**config.mk**
```make
export PLATFORM = sky130hd
export DESIGN_NAME = pc_fetch
export DESIGN_NICKNAME = d
export VERILOG_FILES = /design/src/rtl/pc_fetch.sv
export SDC_FILE = /design/constraint.sdc
export NUM_CORES = 1
export LEC_CHECK = 0
export BUFFER_PORTS_ARGS = -buffer_cell sky130_fd_sc_hd__buf_2
export CAP_MARGIN = 20
export CORE_AREA = 2 2 148 150
export CTS_BUF_LIST = sky130_fd_sc_hd__clkbuf_16
export DETAILED_ROUTE_END_ITERATION = 12
export DIE_AREA = 0 0 150 152
export PLACE_DENSITY = 0.68
export SETUP_SLACK_MARGIN = 0.5
export SYNTH_ARGS = -nofsm -noshare
export SYNTH_HDL_FRONTEND = slang
export SYNTH_SLANG_ARGS = --single-unit
```
**constraint.sdc**
```tcl
create_clock -name clk -period 5 [get_ports clk]
set_clock_uncertainty 0.15 [all_clocks]
set_input_delay 1.25 -clock clk [delete_from_list [all_inputs] [get_ports clk]]
set_output_delay 1.25 -clock clk [all_outputs]
set_load 0.05 [all_outputs]
```
**src/rtl/pc_fetch.sv**
```systemverilog
// Fetch stage: owns the architectural PC, issues one-at-a-time word fetches, fills IF/ID.
// Optional PC_FETCH_PERF_EN adds perf_fetched/perf_stall counter outputs.
module pc_fetch #(
    parameter logic [29:0] RESET_PC = 30'd0,
    parameter logic [31:0] NOP_INST = 32'h0000_0000
) (
    input  logic        clk,
    input  logic        rst,
    input  logic [29:0] next_pc,
    input  logic        redirect,
    input  logic        stall,
    output logic        imem_req,
    output logic [29:0] imem_addr,
    input  logic        imem_ready,
    input  logic        imem_rvalid,
    input  logic [31:0] imem_rdata,
    output logic        id_valid,
    output logic [31:0] id_inst,
    output logic [29:0] id_pc,
    output logic [29:0] cur_pc
`ifdef PC_FETCH_PERF_EN
    ,
    output logic [31:0] perf_fetched,
    output logic [31:0] perf_stall
`endif
);

    typedef enum logic [1:0] {
        ST_IDLE = 2'd0,
        ST_REQ  = 2'd1,
        ST_WAIT = 2'd2
    } state_t;

    state_t      state_r, state_nxt_s;
    logic [29:0] fetch_pc_r, fetch_pc_nxt_s;
    logic [29:0] req_pc_r, req_pc_nxt_s;
    logic        kill_r, kill_nxt_s;
    logic        imem_req_r;
    logic        id_valid_r, id_valid_nxt_s;
    logic [31:0] id_inst_r, id_inst_nxt_s;
    logic [29:0] id_pc_r, id_pc_nxt_s;
    logic [29:0] cur_pc_r;
    logic        skid_valid_r, skid_valid_nxt_s;
    logic [31:0] skid_inst_r, skid_inst_nxt_s;
    logic [29:0] skid_pc_r, skid_pc_nxt_s;
    logic        accept_s;
    logic        rsp_live_s;
    logic        id_free_s;

    assign accept_s   = (state_r == ST_REQ) && imem_ready;
    assign rsp_live_s = imem_rvalid && (state_r == ST_WAIT) && !kill_r;
    assign id_free_s  = !stall || !id_valid_r;

    // Next-state, PC, kill, IF/ID and skid-buffer update
    always_comb begin
        state_nxt_s      = state_r;
        fetch_pc_nxt_s   = fetch_pc_r;
        req_pc_nxt_s     = req_pc_r;
        kill_nxt_s       = kill_r;
        id_valid_nxt_s   = id_valid_r;
        id_inst_nxt_s    = id_inst_r;
        id_pc_nxt_s      = id_pc_r;
        skid_valid_nxt_s = skid_valid_r;
        skid_inst_nxt_s  = skid_inst_r;
        skid_pc_nxt_s    = skid_pc_r;

        // A response arriving while kill is set belongs to a squashed fetch.
        if (imem_rvalid && kill_r) begin
            kill_nxt_s = 1'b0;
        end else begin
            kill_nxt_s = kill_r;
        end

        if (accept_s) begin
            req_pc_nxt_s = fetch_pc_r;
        end else begin
            req_pc_nxt_s = req_pc_r;
        end

        if (redirect) begin
            fetch_pc_nxt_s   = next_pc;
            id_valid_nxt_s   = 1'b0;
            skid_valid_nxt_s = 1'b0;
            state_nxt_s      = ST_REQ;
            if (((state_r == ST_WAIT) && !imem_rvalid) || accept_s) begin
                kill_nxt_s = 1'b1;
            end else begin
                kill_nxt_s = kill_nxt_s;
            end
        end else begin
            if (id_free_s) begin
                if (skid_valid_r) begin
                    id_valid_nxt_s = 1'b1;
                    id_inst_nxt_s  = skid_inst_r;
                    id_pc_nxt_s    = skid_pc_r;
                    if (rsp_live_s) begin
                        skid_inst_nxt_s = imem_rdata;
                        skid_pc_nxt_s   = req_pc_r;
                    end else begin
                        skid_valid_nxt_s = 1'b0;
                    end
                end else if (rsp_live_s) begin
                    id_valid_nxt_s = 1'b1;
                    id_inst_nxt_s  = imem_rdata;
                    id_pc_nxt_s    = req_pc_r;
                end else begin
                    id_valid_nxt_s = 1'b0;
                end
            end else begin
                if (rsp_live_s) begin
                    skid_valid_nxt_s = 1'b1;
                    skid_inst_nxt_s  = imem_rdata;
                    skid_pc_nxt_s    = req_pc_r;
                end else begin
                    skid_valid_nxt_s = skid_valid_r;
                end
            end

            // A killed response leaves us in WAIT: the redirected fetch is still outstanding.
            case (state_r)
                ST_IDLE: begin
                    if (!skid_valid_nxt_s) begin
                        state_nxt_s = ST_REQ;
                    end else begin
                        state_nxt_s = ST_IDLE;
                    end
                end
                ST_REQ: begin
                    if (imem_ready) begin
                        state_nxt_s    = ST_WAIT;
                        fetch_pc_nxt_s = fetch_pc_r + 30'd1;
                    end else begin
                        state_nxt_s = ST_REQ;
                    end
                end
                ST_WAIT: begin
                    if (rsp_live_s) begin
                        state_nxt_s = skid_valid_nxt_s ? ST_IDLE : ST_REQ;
                    end else begin
                        state_nxt_s = ST_WAIT;
                    end
                end
                default: begin
                    state_nxt_s = ST_IDLE;
                end
            endcase
        end

        if (!id_valid_nxt_s) begin
            id_inst_nxt_s = NOP_INST;
        end else begin
            id_inst_nxt_s = id_inst_nxt_s;
        end
    end

    // Pipeline state registers with synchronous reset
    always_ff @(posedge clk) begin
        if (rst) begin
            state_r      <= ST_IDLE;
            fetch_pc_r   <= RESET_PC;
            req_pc_r     <= RESET_PC;
            kill_r       <= 1'b0;
            imem_req_r   <= 1'b0;
            id_valid_r   <= 1'b0;
            id_inst_r    <= NOP_INST;
            id_pc_r      <= RESET_PC;
            cur_pc_r     <= RESET_PC + 30'd1;
            skid_valid_r <= 1'b0;
            skid_inst_r  <= NOP_INST;
            skid_pc_r    <= RESET_PC;
        end else begin
            state_r      <= state_nxt_s;
            fetch_pc_r   <= fetch_pc_nxt_s;
            req_pc_r     <= req_pc_nxt_s;
            kill_r       <= kill_nxt_s;
            imem_req_r   <= (state_nxt_s == ST_REQ);
            id_valid_r   <= id_valid_nxt_s;
            id_inst_r    <= id_inst_nxt_s;
            id_pc_r      <= id_pc_nxt_s;
            cur_pc_r     <= id_pc_nxt_s + 30'd1;
            skid_valid_r <= skid_valid_nxt_s;
            skid_inst_r  <= skid_inst_nxt_s;
            skid_pc_r    <= skid_pc_nxt_s;
        end
    end

    assign imem_req  = imem_req_r;
    assign imem_addr = fetch_pc_r;
    assign id_valid  = id_valid_r;
    assign id_inst   = id_inst_r;
    assign id_pc     = id_pc_r;
    assign cur_pc    = cur_pc_r;

`ifdef PC_FETCH_PERF_EN
    logic [31:0] perf_fetched_r;
    logic [31:0] perf_stall_r;

    // Event counters; redirects do not clear them
    always_ff @(posedge clk) begin
        if (rst) begin
            perf_fetched_r <= 32'd0;
            perf_stall_r   <= 32'd0;
        end else begin
            if (rsp_live_s && !redirect) begin
                perf_fetched_r <= perf_fetched_r + 32'd1;
            end else begin
                perf_fetched_r <= perf_fetched_r;
            end
            if (stall && id_valid_r) begin
                perf_stall_r <= perf_stall_r + 32'd1;
            end else begin
                perf_stall_r <= perf_stall_r;
            end
        end
    end

    assign perf_fetched = perf_fetched_r;
    assign perf_stall   = perf_stall_r;
`endif

endmodule
```
==> results.json <==
{
  "status": "completed",
  "synth-seq-area-share_pct": 45.99,
  "tns_ns": 0,
  "fin_ws_ns": 1.223,
  "syn_area_per_cell_um2": 8.349,
  "ys_warn_count": 0,
  "dr_wl_met2_um": 10470,
  "grt_max_degree": 101,
  "cts_resized": 0,
  "syn_nets": 1217,
  "drive_gt1_share_pct": 20.21,
  "nets": 1367,
  "clockBufferDepth": 3,
  "vias_per_cell": 5.297,
  "rows": 54,
  "p_switching_uw": 927.1,
  "cts-root-buf": "clkbuf_16",
  "max_stage_delay_ns": 0.52,
  "vdd_drop_max_mv": 0.2342,
  "required_ns": 5.30,
  "top_layer_used": "met4",
  "synth_area_leaders": "dfxtp_1, nand2_1, mux2i_1, a21oi_1, nor2_1",
  "die-area_mm2": 0.02280,
  "hold_viol": 0,
  "fp.dieH_um": 152,
  "numCtsBuffers": 25,
  "cellPowerDensity_mw_per_mm2": 330.2,
  "synth_seq_cells": 220,
  "core-area_mm2": 0.02135,
  "hp-class": "flop to flop",
  "syn_area_mm2": 0.009577,
  "setup_viol": 0,
  "synth_cell_type_count": 60,
  "maxSlewViolCount": 0,
  "seqPwrFrac_pct": 47.8,
  "startpoint_type": "primary input",
  "syn_to_final_growth_pct": 19.92,
  "synth_cells": 1147,
  "wl_met1_um": 11960,
  "die-width_um": 150,
  "place_hpwl_um": 16840,
  "htree_levels": 1,
  "comb_power_share_pct": 6.2,
  "preCtsSetupSlack_ns": 0.7057,
  "max_freq_ghz": 0.2648,
  "wl_met3_um": 1869,
  "cts_tree": "done",
  "yosysMostFrequentCell": "nand2_1",
  "postCtsHoldBufs": 0,
  "fillers": 2022,
  "wl_per_cell_um": 15.59,
  "cp_common_cell": "or4_1",
  "critPathSlowestCell": "or4_1",
  "grt_overflow": 0,
  "p_leak_nw": 4.397,
  "gp_congestion": 0.8557,
  "ant_nets": 0,
  "maxCapViolCount": 0,
  "initial_core_util_pct": 44.85,
  "ys_async_sr_fraction_pct": 0,
  "arrival_ns": 4.07,
  "crit_type": "primary input to flop",
  "synthFlopType": "dfxtp_1",
  "tightestPinTransition_ns": 0.8942,
  "synth_edf_count": 0,
  "yosys.area.top_type_share_pct": 45.99,
  "path_max_fanout": 32,
  "cts_setup_buffers": 0,
  "antenna_found_initial": 2,
  "grt_pass1_vias": 7788,
  "numPortBuffers": 191,
  "power.internal_mw": 2.865,
  "slew_headroom_pct": 39.84,
  "period_needed_ns": 3.777,
  "netlist_top_cells_count": "nand2_1, dfxtp_1, a21oi_1",
  "cts_sinks": 220,
  "dr.pass1.iters": 5,
  "via_count": 8459,
  "drt-total-wl_um": 24890,
  "worst_hold_slack_ns": 0.3017,
  "grt_pass1_wl_um": 40280,
  "p_sw_share_pct": 24.45,
  "clk_latency_ns": 0.54,
  "ios": 192,
  "drc": 0,
  "yosysTopAreaCell": "dfxtp_1",
  "path_cells": "buf_2, and4bb_1, o21ai_2, buf_4, mux2_2, or4_1, or4_1, a21oi_1",
  "finalCritPeriodShare_pct": 75.53,
  "clk_pin_slew_ns": 0.06,
  "track_usage_pct": 21.19,
  "clkPwrFrac_pct": 46.0,
  "crit_buf_inv": 2,
  "drt_iter0_drc": 512,
  "crit_family": "simple AND/OR/NAND/NOR gates",
  "endpoint_kind": "flop",
  "rsz0062_at_grt": "false"
}
worst min-delay path: stages (launching register included):
cell and delay (ns):
dfxtp_1 0.30, nand2_1 0.05, a21oi_1 0.05
kinds of logic after synthesis:
logic type	share of synthesized area, %
xor gates and xnor gates	3.201
adders and majority gates	0.3658
and+or+nand+nor	22.13
muxes	9.433
buffers and inverters	3.972
AOI/OAI and AO/OA	14.91
DFF	45.99
state kept, by name, indices dropped and copies added, names as in the netlist, 2 cells and up:
name / count
cur_pc: 30
id_inst: 32
id_pc: 30
imem_addr: 30
req_pc_r: 30
skid_inst_r: 32
skid_pc_r: 30
state_r: 2
metrics by stage:
step | instance area, µm² | utilization (%) | power (mW) | cells
floorplan | 9578 | - | 2.001 | 1147
global placement | 10690 | 50.06 | 2.081 | 1549
detailed placement | 10690 | 50.06 | 2.083 | 1549
CTS | 11470 | 53.71 | 3.822 | 1595
global route | 11480 | 53.78 | 3.930 | 1596
finish | 11480 | 53.79 | 3.792 | 1597
cell type report:
cell class | instances | area (µm²) | share of cell area [%]
Multi-Input combinational cell | 834 | 4812 | 41.90
Timing Repair Buffer | 206 | 1095 | 9.533
Inverter | 10 | 37.54 | 0.3268
Tap cell | 280 | 350.3 | 3.050
Clock inverter | 21 | 153.9 | 1.340
Clock buffer | 25 | 625.6 | 5.447
Sequential cell | 220 | 4408 | 38.38
Antenna cell | 1 | 2.502 | 0.02179
metal layers:
layer,global-route usage [%],vias to the layer above
met4,6.065,0
met2,31.79,301
met5,0,-
met1,30.84,3846
met3,4.174,35
li1,-,4277
final timing paths:
check	start	depth (start not counted)	to	slack [ns]
worst max-delay path	imem_rvalid	8	cur_pc[21]	1.22
worst min-delay path	skid_pc_r[10]	2	skid_pc_r[10]	0.30
worst max register to register	state_r[0]	7	cur_pc[21]	1.64
worst min register to register	skid_pc_r[10]	2	skid_pc_r[10]	0.30
power by group through the flow:
stage	combinational, mW	sequential [mW]	clock, mW
floorplan	0.101	1.90	0
CTS	0.233	1.81	1.78
global route	0.256	1.82	1.86
finish	0.235	1.81	1.74
detailed placement	0.232	1.85	0
global placement	0.230	1.85	0
cell usage in the layout, fill, tap and decap left out, types with 12 or more instances in the layout:
cell / n
clkbuf_16: 25
dfxtp_1: 219
buf_4: 13
mux2_2: 12
a211oi_1: 52
inv_1: 15
nand2_1: 222
xnor2_1: 15
xor2_1: 20
mux2i_1: 73
buf_2: 190
nand3_1: 32
nor2_1: 127
a21oi_1: 137
nand4_1: 14
(Power assumes the default switching activity.)
